===== src/rtl/fft_pkg.sv =====
// -----------------------------------------------------------------------------
// fft_pkg
// Shared constants, types and helpers for the 16-point FFT output reorder stage.
//   FFT_N / FFT_LOG2N / FFT_DW : frame length, address width, component width
//   cplx_t                     : packed complex sample {re, im}
//   rd_state_t                 : read-side sequencer states
//   bitrev()                   : reverses the FFT_LOG2N low bits of an index
// -----------------------------------------------------------------------------
package fft_pkg;

   localparam int FFT_N     = 16;
   localparam int FFT_LOG2N = 4;
   localparam int FFT_DW    = 12;

   typedef struct packed {
      logic signed [FFT_DW-1:0] re;
      logic signed [FFT_DW-1:0] im;
   } cplx_t;

   typedef enum logic {
      RD_IDLE = 1'b0,
      RD_BUSY = 1'b1
   } rd_state_t;

   function automatic logic [FFT_LOG2N-1:0] bitrev(input logic [FFT_LOG2N-1:0] a);
      logic [FFT_LOG2N-1:0] r;
      for (int b = 0; b < FFT_LOG2N; b++) begin
         r[b] = a[FFT_LOG2N-1-b];
      end
      return r;
   endfunction

endpackage


===== src/rtl/fft_pingpong_ram.sv =====
// -----------------------------------------------------------------------------
// fft_pingpong_ram
// Two banks of N words, W bits each. Simple dual port: one write port and one
// read port, each with its own bank-select bit. Read is synchronous with one
// cycle of latency; contents are never reset.
//   clk               : system clock
//   wr_en/wr_bank     : write strobe and bank select
//   wr_addr/wr_data   : write address within bank, write word
//   rd_en/rd_bank     : read strobe and bank select
//   rd_addr           : read address within bank
//   rd_data           : registered read word (valid the cycle after rd_en)
// -----------------------------------------------------------------------------
module fft_pingpong_ram
   import fft_pkg::*;
#(
   parameter int N     = FFT_N,
   parameter int LOG2N = FFT_LOG2N,
   parameter int W     = 2*FFT_DW
)
(
   input  logic             clk,
   input  logic             wr_en,
   input  logic             wr_bank,
   input  logic [LOG2N-1:0] wr_addr,
   input  logic [W-1:0]     wr_data,
   input  logic             rd_en,
   input  logic             rd_bank,
   input  logic [LOG2N-1:0] rd_addr,
   output logic [W-1:0]     rd_data
);

   logic [W-1:0] mem [2*N];

   always_ff @(posedge clk) begin
      if (wr_en) begin
         mem[{wr_bank, wr_addr}] <= wr_data;
      end
      if (rd_en) begin
         rd_data <= mem[{rd_bank, rd_addr}];
      end
   end

endmodule


===== src/rtl/fft_bitrev_reorder.sv =====
// -----------------------------------------------------------------------------
// fft_bitrev_reorder
// Takes 16-bin frames from the SDF FFT in bit-reversed order, buffers each in
// one half of a ping-pong RAM and replays it in natural order with frame
// markers and bin index. Optional magnitude output when FFT_REORDER_MAG_EN is
// defined (alpha-max-beta-min, out_mag port).
//   clk, rst_n              : clock, async active-low reset
//   in_valid, in_sop        : input bin strobe, first-bin marker
//   in_r, in_i              : input bin, bit-reversed order
//   out_valid/sop/eop/idx   : natural-order bin strobe, bin 0 / bin N-1, index
//   out_r, out_i            : output bin (0 when out_valid is low)
//   out_mag                 : |bin| estimate (FFT_REORDER_MAG_EN only)
//   frame_err               : one-cycle pulse when an early in_sop drops a frame
//
// Read sequencer
//   state   | meaning
//   RD_IDLE | no frame being replayed
//   RD_BUSY | replaying rd_bank, address rd_cnt, one bin per cycle
// -----------------------------------------------------------------------------
module fft_bitrev_reorder
   import fft_pkg::*;
#(
   parameter int N     = FFT_N,
   parameter int LOG2N = FFT_LOG2N,
   parameter int DW    = FFT_DW
)
(
   input  logic                 clk,
   input  logic                 rst_n,
   input  logic                 in_valid,
   input  logic                 in_sop,
   input  logic signed [DW-1:0] in_r,
   input  logic signed [DW-1:0] in_i,
   output logic                 out_valid,
   output logic                 out_sop,
   output logic                 out_eop,
   output logic [LOG2N-1:0]     out_idx,
   output logic signed [DW-1:0] out_r,
   output logic signed [DW-1:0] out_i,
`ifdef FFT_REORDER_MAG_EN
   output logic [DW-1:0]        out_mag,
`endif
   output logic                 frame_err
);

   localparam logic [LOG2N-1:0] LAST = LOG2N'(N-1);

   logic [LOG2N-1:0] wr_cnt;
   logic             wr_bank;
   logic [LOG2N-1:0] wr_addr;
   logic             resync;
   logic             frame_done;
   cplx_t            wr_data;
   cplx_t            rd_data;

   rd_state_t        rd_state;
   rd_state_t        rd_state_nxt;
   logic             rd_active;
   logic [LOG2N-1:0] rd_cnt;
   logic             rd_bank;

   // An in_sop mid-frame restarts the current bank: the sample is bin 0 again.
   assign resync     = in_valid & in_sop & (wr_cnt != '0);
   assign frame_done = in_valid & ~resync & (wr_cnt == LAST);
   assign wr_addr    = resync ? '0 : bitrev(wr_cnt);
   assign wr_data.re = in_r;
   assign wr_data.im = in_i;
   assign rd_active  = (rd_state == RD_BUSY);

   always_ff @(posedge clk or negedge rst_n) begin
      if (!rst_n) begin
         wr_cnt    <= '0;
         wr_bank   <= 1'b0;
         frame_err <= 1'b0;
      end else begin
         frame_err <= resync;
         if (in_valid) begin
            if (resync) begin
               wr_cnt <= LOG2N'(1);
            end else begin
               wr_cnt <= wr_cnt + 1'b1;
            end
         end
         if (frame_done) begin
            wr_bank <= ~wr_bank;
         end
      end
   end

   always_ff @(posedge clk or negedge rst_n) begin
      if (!rst_n) begin
         rd_state <= RD_IDLE;
      end else begin
         rd_state <= rd_state_nxt;
      end
   end

   // A completion landing on the last read cycle chains straight into the
   // next replay, keeping back-to-back frames gap-free.
   always_comb begin
      rd_state_nxt = rd_state;
      case (rd_state)
         RD_IDLE: if (frame_done) rd_state_nxt = RD_BUSY;
         RD_BUSY: if ((rd_cnt == LAST) && !frame_done) rd_state_nxt = RD_IDLE;
         default: rd_state_nxt = RD_IDLE;
      endcase
   end

   always_ff @(posedge clk or negedge rst_n) begin
      if (!rst_n) begin
         rd_cnt  <= '0;
         rd_bank <= 1'b0;
      end else if (frame_done) begin
         rd_cnt  <= '0;
         rd_bank <= wr_bank;
      end else if (rd_active) begin
         rd_cnt  <= rd_cnt + 1'b1;
      end
   end

   fft_pingpong_ram #(
      .N     (N),
      .LOG2N (LOG2N),
      .W     (2*DW)
   ) u_ram (
      .clk     (clk),
      .wr_en   (in_valid),
      .wr_bank (wr_bank),
      .wr_addr (wr_addr),
      .wr_data (wr_data),
      .rd_en   (rd_active),
      .rd_bank (rd_bank),
      .rd_addr (rd_cnt),
      .rd_data (rd_data)
   );

   // Markers are delayed one cycle to line up with the RAM read register.
   always_ff @(posedge clk or negedge rst_n) begin
      if (!rst_n) begin
         out_valid <= 1'b0;
         out_sop   <= 1'b0;
         out_eop   <= 1'b0;
         out_idx   <= '0;
      end else begin
         out_valid <= rd_active;
         out_sop   <= rd_active & (rd_cnt == '0);
         out_eop   <= rd_active & (rd_cnt == LAST);
         out_idx   <= rd_active ? rd_cnt : '0;
      end
   end

   // RAM output is not reset; gating by out_valid gives clean zeros while
   // idle and the instant rst_n falls.
   assign out_r = out_valid ? rd_data.re : '0;
   assign out_i = out_valid ? rd_data.im : '0;

`ifdef FFT_REORDER_MAG_EN
   logic [DW-1:0] abs_r;
   logic [DW-1:0] abs_i;
   logic [DW-1:0] mag_max;
   logic [DW-1:0] mag_min;
   logic [DW:0]   mag_sum;

   // Most-negative value folds to the largest positive one so |x| fits DW-1 bits.
   function automatic logic [DW-1:0] abs_clip(input logic signed [DW-1:0] x);
      logic [DW-1:0] ux;
      ux = x;
      if (ux == {1'b1, {(DW-1){1'b0}}}) begin
         return {1'b0, {(DW-1){1'b1}}};
      end else if (ux[DW-1]) begin
         return ~ux + 1'b1;
      end else begin
         return ux;
      end
   endfunction

   always_comb begin
      abs_r   = abs_clip(rd_data.re);
      abs_i   = abs_clip(rd_data.im);
      mag_max = (abs_r >= abs_i) ? abs_r : abs_i;
      mag_min = (abs_r >= abs_i) ? abs_i : abs_r;
      mag_sum = {1'b0, mag_max} + {2'b00, mag_min[DW-1:1]};
      out_mag = '0;
      if (out_valid) begin
         out_mag = mag_sum[DW] ? '1 : mag_sum[DW-1:0];
      end
   end
`endif

endmodule


===== config.mk =====
export PLATFORM = sky130hd
export DESIGN_NAME = fft_bitrev_reorder
export DESIGN_NICKNAME = d
export VERILOG_FILES = /design/src/rtl/fft_pkg.sv /design/src/rtl/fft_pingpong_ram.sv /design/src/rtl/fft_bitrev_reorder.sv
export SDC_FILE = /design/constraint.sdc
export NUM_CORES = 1
export LEC_CHECK = 0
export CAP_MARGIN = 20
export CORE_UTILIZATION = 66
export DETAILED_ROUTE_END_ITERATION = 8
export GPL_TIMING_DRIVEN = 1
export PLACE_DENSITY = 0.95
export REMOVE_ABC_BUFFERS = 1
export SYNTH_ARGS = -nofsm -noshare
export SYNTH_HDL_FRONTEND = slang
export SYNTH_SLANG_ARGS = --single-unit

===== constraint.sdc =====
create_clock -name clk -period 10.4 [get_ports clk]
set_input_delay 2.08 -clock clk [delete_from_list [all_inputs] [get_ports clk]]
set_output_delay 2.08 -clock clk [all_outputs]
set_load 0.05 [all_outputs]

==> metrics.csv, run 1 <==
metric,value,unit
syn_area,0.03090,mm2
crit_fanout,13,
synth_cells,1427,
synthTopCellsByArea,"edfxtp_1, mux4_2, mux2i_1",
place_hpwl,46520,um
fmax,204.3,MHz
avgSynthCellArea,21.65,um2
status,"finished, final reports clean",
syn_to_final_growth,13.87,%
fill_cells,2050,
grt_pass1_wl,124500,um
min_from,wr_cnt[3]$_DFFE_PN0P_,
cp.required,10730,ps
antennaDiodeCount,0,
grt_max_degree,66,
tightest_slew,1075,ps
vias,17380,
cts_root_buf,clkbuf_16,
clk_latency,650,ps
cts_made_buffers,75,
gr-total-overflow,0,
place_congestion,0.9850,
multi_input_area,0.006297,mm2
reg2reg_slack,5510,ps
holdPathEnd,wr_cnt[3]$_DFFE_PN0P_,
portBuffers,59,
yosys_register_bits,811,
clk_pin_slew_worst_paths,70,ps
clock_sinks,811,
ys_seq_area_frac,0.7851,
vias_per_cell,7.858,
maxSlewHeadroom,0.2646,
synth_edf_count,792,
fin_skew,42.40,ps
r2r_end,u_ram.rd_data[1]$_DFFE_PP_,
yosys.cell_types.count,41,
period_minus_slack,4894,ps
hold_class,reg -> reg,
dr.pass1.iters,8,
yosysMostFrequentCell,edfxtp_1,
async_reset_ff_frac,0.02343,
ant_nets,0,
routed_wl,88150,um
tns,0,ps
placed_cells,2076,
die_x,218.4,um
layout.cells.non_filler,2212,
die-area,0.04768,mm2
ctsResizeCount,0,
placementRows,78,
hold_buffers,0,
htreeDepth,3,
core-area,0.04577,mm2
setup_viol,0,
nets,1587,
hold_violations,0,
cp.arrival,5220,ps
seqCellArea,0.02427,mm2
timing.rr.start,rd_cnt[0]$_DFFE_PN0P_,
cp-start-kind,input port,
wl_per_cell,39.85,um
worstSetupPathType,in -> reg,
drtIter0Drc,3603,
ys_warn_count,0,
tritoncts,built,
fin_crit_sh,0.4706,
hold_path_depth,2,
synthFlopType,edfxtp_1,
netlist_top_cells_count,"edfxtp_1, mux4_2, mux2i_1",
slew_viol_final,0,
clockBufferDepth,3,
die_y,218.4,um
rsz0062_at_grt,no,
grt_pass1_vias,16970,
grt_usage,0.3831,
p_per_area,244.5,mW/mm2
post_cts_buffers,0,
drc_errors,0,
drive_gt1_frac,0.2388,
yosys.area.top_type_share,0.7697,
start_util,0.6750,
io_pins,60,
worstRegToRegCells,8,
maxCapViolations,0,
antenna_found_initial,4,
yosys.area.top_type,edfxtp_1,
cp-end-kind,register,
peakVddDrop,0.1551,mV
p_leak,11.89,nW
kinds of logic after synthesis:
logic type               synth area share
AND/OR/NAND/NOR                   0.01628
adder cells (fa/ha/maj)          0.001620
buffers and inverters             0.01519
flip-flops                         0.7851
XOR/XNOR                         0.001701
multiplexers                       0.1371
AO/OA/AOI/OAI                     0.04297
metal layers:
layer	track usage	wire length, um
met4	0.2117	6164
met3	0.1013	12160
met2	0.6066	42580
met1	0.4885	27210
met5	0.004167	40
final cells by class:
type | count | share of cell area
repair buffers | 134 | 0.03898
multi-input cells | 527 | 0.1790
well taps | 600 | 0.02134
inverters | 6 | 0.0006402
flip-flops and latches | 811 | 0.6898
clock buffers | 98 | 0.05904
clock inverters | 36 | 0.01117
per-stage QoR:
stage,setup slack (ps),hold WS [ps],power [mW],utilization,instance area [um2]
after floorplan,341.2,557.3,5.280,-,30450
after global placement,5263,597.6,5.536,0.7067,32350
after detailed placement,5187,637.7,5.656,0.7134,32650
after CTS,5435,787.7,8.499,0.7673,35120
after global routing,5423,793.5,8.731,0.7686,35180
final,5506,813.4,8.603,0.7686,35180
worst max path at each step:
| stage | from | end | slack [ps] | depth (start not counted) |
|---|---|---|---|---|
| 2_1_floorplan | rd_cnt[0]$_DFFE_PN0P_ | u_ram.rd_data[0]$_DFFE_PP_ | 340 | 4 |
| 3_3_place_gp | in_valid | u_ram.mem[5][12]$_DFFE_PP_ | 5260 | 6 |
| 3_5_place_dp | in_valid | u_ram.mem[14][12]$_DFFE_PP_ | 5190 | 6 |
| 4_1_cts | rd_cnt[0]$_DFFE_PN0P_ | u_ram.rd_data[1]$_DFFE_PP_ | 5430 | 7 |
| 5_1_grt | rd_cnt[0]$_DFFE_PN0P_ | u_ram.rd_data[1]$_DFFE_PP_ | 5420 | 8 |
| 6_report | in_valid | u_ram.mem[27][20]$_DFFE_PP_ | 5510 | 5 |
cell usage in the layout, fill, tap and decap left out, drive strengths merged, types with 4 or more instances in the layout:
| cell type | count |
|---|---|
| nand3 | 6 |
| a22oi | 25 |
| mux4 | 143 |
| mux2 | 4 |
| o21ai | 4 |
| xor2 | 5 |
| ha | 4 |
| o221ai | 24 |
| nand4 | 4 |
| nor4 | 4 |
| mux2i | 97 |
| bufinv | 7 |
| a2111oi | 23 |
| clkinv | 21 |
| and2 | 28 |
| nor2 | 40 |
| buf | 76 |
| a21oi | 47 |
| o22ai | 23 |
| edfxtp | 792 |
| clkdlybuf4s50 | 58 |
| a22o | 23 |
| dfrtp | 19 |
| clkbuf | 98 |
| inv | 11 |
| nand2 | 5 |
where the power goes:
part           internal (mW)  total (mW)  switching [mW]
sequential              3.72        3.86           0.145
combinational          0.739        1.90            1.17
clock                   1.59        2.83            1.24
state kept, by name, indices dropped and copies added, names as in the netlist:
signal,cells
out_sop,1
u_ram.mem,768
out_valid,1
wr_bank,1
rd_bank,1
u_ram.rd_data,24
out_eop,1
rd_cnt,4
rd_active,1
out_idx,4
wr_cnt,4
frame_err,1
worst max-delay path: stages:
cell and delay [ps]:
clkdlybuf4s50_1 710, nor2b_1 470, nand3_1 660, nor2_2 1020
buf_8 260
(Power assumes the default switching activity.)
==> run 2: changes to the inputs <==
--- a/config.mk
+++ b/config.mk
@@ -6,10 +6,10 @@
 export NUM_CORES = 1
 export LEC_CHECK = 0
 export CAP_MARGIN = 20
-export CORE_UTILIZATION = 66
+export CORE_UTILIZATION = 56
 export DETAILED_ROUTE_END_ITERATION = 8
 export GPL_TIMING_DRIVEN = 1
-export PLACE_DENSITY = 0.95
+export PLACE_DENSITY = 0.87
 export REMOVE_ABC_BUFFERS = 1
 export SYNTH_ARGS = -nofsm -noshare
 export SYNTH_HDL_FRONTEND = slang
==> constraint.sdc (replaced) <==
create_clock -name clk -period 4.2 [get_ports clk]
set_input_delay 0.84 -clock clk [delete_from_list [all_inputs] [get_ports clk]]
set_output_delay 0.84 -clock clk [all_outputs]
set_load 0.05 [all_outputs]
==> metrics.csv, run 2 (synthesized netlist as in run 1, its figures left out) <==
metric,value,unit
status,"finished, final reports clean",
core-area,0.05413,mm2
fin_skew,33.37,ps
r2r_end,u_ram.mem[12][12]$_DFFE_PP_,
worstRegToRegCells,7,
gr-total-overflow,0,
grt_max_degree,60,
clock_power_share,0.339,
drive_gt1_frac,0.2472,
start_util,0.5708,
hold_buffers,0,
drtIter0Drc,2363,
portBuffers,59,
final_cell_mix,"edfxtp_1, mux4_2, mux2i_1, clkbuf_16, buf_4",
die_x,236.9,um
clk_pin_slew_worst_paths,60,ps
p_int,15.34,mW
reg2reg_slack,760,ps
layout.cells.non_filler,2326,
io_pins,60,
cp.arrival,2680,ps
hold_class,reg -> reg,
clk_latency,630,ps
setup_ws,679.2,ps
reg_top3,"u_ram.mem (768), u_ram.rd_data (24)",
pre_cts_slack,597.2,ps
ctsResizeCount,0,
cp-start-kind,register,
place_hpwl,40580,um
cp.required,3360,ps
p_sw,5.922,mW
power_frac_comb,0.215,
placementRows,85,
placed_area,0.03275,mm2
syn_to_final_growth,15.31,%
dr.pass1.iters,6,
fin_area,0.03563,mm2
die-area,0.05612,mm2
worstSetupPathType,reg -> out,
hold_path_depth,2,
crit_fanout,17,
die_y,236.9,um
period_minus_slack,3521,ps
antenna_found_initial,3,
tightest_slew,1142,ps
p_per_area,596.7,mW/mm2
drc_errors,0,
grt_pass1_wl,110100,um
setup_viol,0,
place_congestion,0.8864,
htreeDepth,3,
post_cts_buffers,0,
slew_viol_final,0,
vias,16280,
nets,1603,
wl_per_cell,32.56,um
holdPathEnd,wr_cnt[3]$_DFFE_PN0P_,
timing.hold.ws,718.4,ps
top_register,u_ram.mem,
fin_crit_sh,0.8383,
maxCapViolations,0,
rsz0062_at_grt,no,
cp-end-kind,output port,
timing.rr.start,wr_cnt[1]$_DFFE_PN0P_,
ant_nets,0,
vias_per_cell,7.000,
p_seq_frac,0.446,
maxSlewHeadroom,0.2387,
peakVddDrop,0.3672,mV
placed_cells,2174,
swShare,0.2785,
p_leak,12.05,nW
cts_root_buf,clkbuf_16,
grt_usage,0.2733,
mostFrequentLayoutCell,edfxtp_1,
routed_wl,75730,um
hold_violations,0,
largest_register_ffs,768,
min_from,wr_cnt[3]$_DFFE_PN0P_,
clock_sinks,811,
tritoncts,built,
cts_made_buffers,76,
fmax,284.0,MHz
clockBufferDepth,3,
grt_pass1_vias,16420,
antennaDiodeCount,0,
==> run 2: cell count changes in the layout (fill, tap and decap cells not counted), moves of 3 or more <==
| cell | change |
|---|---|
| nor2_2 | -14 |
| nor2_4 | +14 |
| buf_4 | +13 |
| bufinv_16 | +6 |
| buf_12 | +5 |
| clkbuf_8 | -5 |
| clkinv_2 | +5 |
| buf_16 | -3 |
| buf_8 | -3 |
==> run 2: worst max-delay path by stage <==
stage / start / end / cells past startpoint
after floorplan: rd_cnt[0]$_DFFE_PN0P_ / u_ram.rd_data[0]$_DFFE_PP_ / 4
after global placement: in_valid / u_ram.mem[4][11]$_DFFE_PP_ / 6
after detailed placement: in_valid / u_ram.mem[12][12]$_DFFE_PP_ / 7
after CTS: out_valid$_DFF_PN0_ / out_r[11] / 3
after global routing: out_valid$_DFF_PN0_ / out_r[4] / 3
final: out_valid$_DFF_PN0_ / out_r[11] / 3
==> run 2: worst max-delay path, stage by stage, from the launching register on <==
cell,delay (ps)
dfrtp_1,620
buf_4,370
and2_1,230
clkdlybuf4s50_1,830
==> run 2: layer usage <==
layer  vias to the layer above  track usage  share of wire
li1                       6286            -              -
met1                      8271       0.3387           0.34
met2                      1476       0.4634           0.51
met3                       248      0.05223           0.10
met4                         2       0.1375          0.050
met5                         -            0        0.00012
==> run 2: cell type report <==
| type | count | area, um2 |
|---|---|---|
| well taps | 696 | 870.8 |
| repair buffers | 149 | 1509 |
| fillers | 3065 | 18510 |
| clock buffers | 91 | 2001 |
| clock inverters | 46 | 588.1 |
| flip-flops and latches | 811 | 24270 |
| multi-input cells | 527 | 6367 |
| inverters | 6 | 22.52 |
==> run 2: power by group through the flow <==
| stage | Clock [mW] | Sequential (mW) | Combinational, mW |
|---|---|---|---|
| after floorplan | 0 | 9.85 | 2.54 |
| after CTS | 7.23 | 9.48 | 4.48 |
| after detailed placement | 0 | 9.63 | 4.33 |
| final | 7.20 | 9.49 | 4.57 |
| after global placement | 0 | 9.60 | 4.18 |
| after global routing | 7.51 | 9.50 | 4.73 |
==> run 2: stage by stage <==
stage | total power, mW | util | setup TNS [ps]
2_1_floorplan | 12.39 | - | -180150
3_3_place_gp | 13.78 | 0.6049 | 0
3_5_place_dp | 13.97 | 0.6049 | 0
4_1_cts | 21.19 | 0.6527 | 0
5_1_grt | 21.73 | 0.6582 | 0
6_report | 21.26 | 0.6582 | 0
==> run 3: changes to the inputs <==
==> constraint.sdc (replaced) <==
create_clock -name clk -period 3.2 [get_ports clk]
set_input_delay 0.64 -clock clk [delete_from_list [all_inputs] [get_ports clk]]
set_output_delay 0.64 -clock clk [all_outputs]
set_load 0.05 [all_outputs]
==> metrics.csv, run 3 (synthesized netlist as in run 1, its figures left out) <==
metric,value,unit
cp.arrival,3360,ps
maxCapViolations,0,
vias_per_cell,6.851,
worstRegToRegCells,7,
grt_pass1_wl,110500,um
tritoncts,built,
clk_latency,610,ps
max_stage_delay,740,ps
wl_per_cell,32.30,um
reg2reg_slack,190,ps
hold_violations,0,
nets,1618,
hold_buffers,0,
cp-start-kind,register,
place_hpwl,42340,um
portBuffers,59,
power.total,27.49,mW
largest_register_ffs,768,
antenna_found_initial,3,
die_x,236.9,um
fin_skew,20.87,ps
die-area,0.05612,mm2
fin_crit_sh,0.9403,
core-area,0.05413,mm2
peakVddDrop,0.5202,mV
gr-total-overflow,0,
drtIter0Drc,2210,
fmax,332.4,MHz
r2r_end,u_ram.rd_data[1]$_DFFE_PP_,
place_congestion,0.9493,
clock_sinks,811,
cp-end-kind,register,
tightest_slew,917.4,ps
clockBufferDepth,3,
syn_to_final_growth,15.30,%
routed_wl,75690,um
top_register,u_ram.mem,
cts_made_buffers,74,
htreeDepth,3,
grt_usage,0.2758,
path_cells,buf_12 > buf_4 > mux2i_1 > o22ai_1 > a2111oi_0 > buf_4 > a21oi_1,
placementRows,85,
timing.rr.start,rd_cnt[0]$_DFFE_PN0P_,
cp.required,3550,ps
vias,16050,
start_util,0.5708,
fill_cells,3128,
drc_errors,0,
worstSetupPathType,reg -> reg,
setup_viol,0,
crit_fanout,37,
tns,0,ps
dr.pass1.iters,6,
io_pins,60,
hold_class,in -> async,
rsz0062_at_grt,no,
ctsResizeCount,0,
drive_gt1_frac,0.2704,
clk_pin_slew_worst_paths,70,ps
p_per_area,771.6,mW/mm2
status,"finished, final reports clean",
p_leak,12.12,nW
crit_path_frequent_cell,buf_4,
post_cts_buffers,0,
ant_nets,0,
grt_pass1_vias,16330,
slew_viol_final,0,
cts_root_buf,clkbuf_16,
die_y,236.9,um
final_cell_mix,"edfxtp_1, mux4_2, buf_4, mux2i_1, clkbuf_16",
grt_max_degree,48,
reg_top3,"u_ram.mem (768), u_ram.rd_data (24)",
maxSlewHeadroom,0.3870,
period_minus_slack,3009,ps
timing.hold.ws,448.4,ps
mostFrequentLayoutCell,edfxtp_1,
slowest_stage,a2111oi_0,
run 3: cell types whose count changed in the layout (fill, tap and decap cells not counted), moves of 2 or more:
cell	previous run	this run
clkinv_2	11	14
buf_4	70	110
clkdlybuf4s50_1	59	35
clkinv_4	4	2
clkinvlp_4	2	7
buf_16	4	0
buf_12	5	21
buf_8	8	0
inv_6	4	1
clkinv_1	11	9
bufinv_16	13	9
run 3: worst max-delay path: cells and delay by family, from the launching register on:
kind                   cells  cell delay (ps)
multiplexers               1              270
buffers and inverters      3              880
flip-flops                 1              640
AO/OA/AOI/OAI              3              950
run 3: per-stage QoR:
stage / area [um2] / worst slack, ps / util / instances
floorplan: 30450 / -6859 / - / 1344
global placement: 33130 / 334.1 / 0.6120 / 2206
detailed placement: 33130 / 307.7 / 0.6120 / 2206
CTS: 35620 / 233.7 / 0.6581 / 2342
global route: 35630 / 93.90 / 0.6581 / 2343
finish: 35630 / 191.1 / 0.6581 / 2343
run 3: area by class of cell:
| cell class | instances | area (um2) | area share |
|---|---|---|---|
| repair buffers | 166 | 1597 | 0.04481 |
| clock buffers | 94 | 2043 | 0.05735 |
| inverters | 6 | 22.52 | 0.0006322 |
| diodes | 1 | 2.502 | 0.00007024 |
| flip-flops and latches | 811 | 24270 | 0.6812 |
| multi-input cells | 527 | 6367 | 0.1787 |
| clock inverters | 42 | 452.9 | 0.01271 |
| well taps | 696 | 870.8 | 0.02444 |
run 3: worst max path at each step:
stage	end	startpoint	slack, ps	depth (start not counted)
floorplan	u_ram.rd_data[0]$_DFFE_PP_	rd_cnt[0]$_DFFE_PN0P_	-6860	4
global route	u_ram.rd_data[1]$_DFFE_PP_	rd_cnt[0]$_DFFE_PN0P_	90	7
CTS	u_ram.rd_data[1]$_DFFE_PP_	rd_cnt[0]$_DFFE_PN0P_	230	7
global placement	u_ram.rd_data[1]$_DFFE_PP_	rd_cnt[0]$_DFFE_PN0P_	330	6
detailed placement	u_ram.rd_data[1]$_DFFE_PP_	rd_cnt[0]$_DFFE_PN0P_	310	7
finish	u_ram.rd_data[1]$_DFFE_PP_	rd_cnt[0]$_DFFE_PN0P_	190	7
run 3: where the power goes:
part	total (mW)	internal (mW)	switching, mW	leakage, nW
sequential	12.4	12.1	0.347	7.37
combinational	5.96	2.57	3.40	3.54
clock	9.10	5.27	3.83	1.21
total	27.5	19.9	7.57	12.1
run 3: routing by layer:
metal,wire length (um),track usage
met5,27,0
met4,4738,0.1531
met3,6756,0.04570
met2,37980,0.4599
met1,26190,0.3476
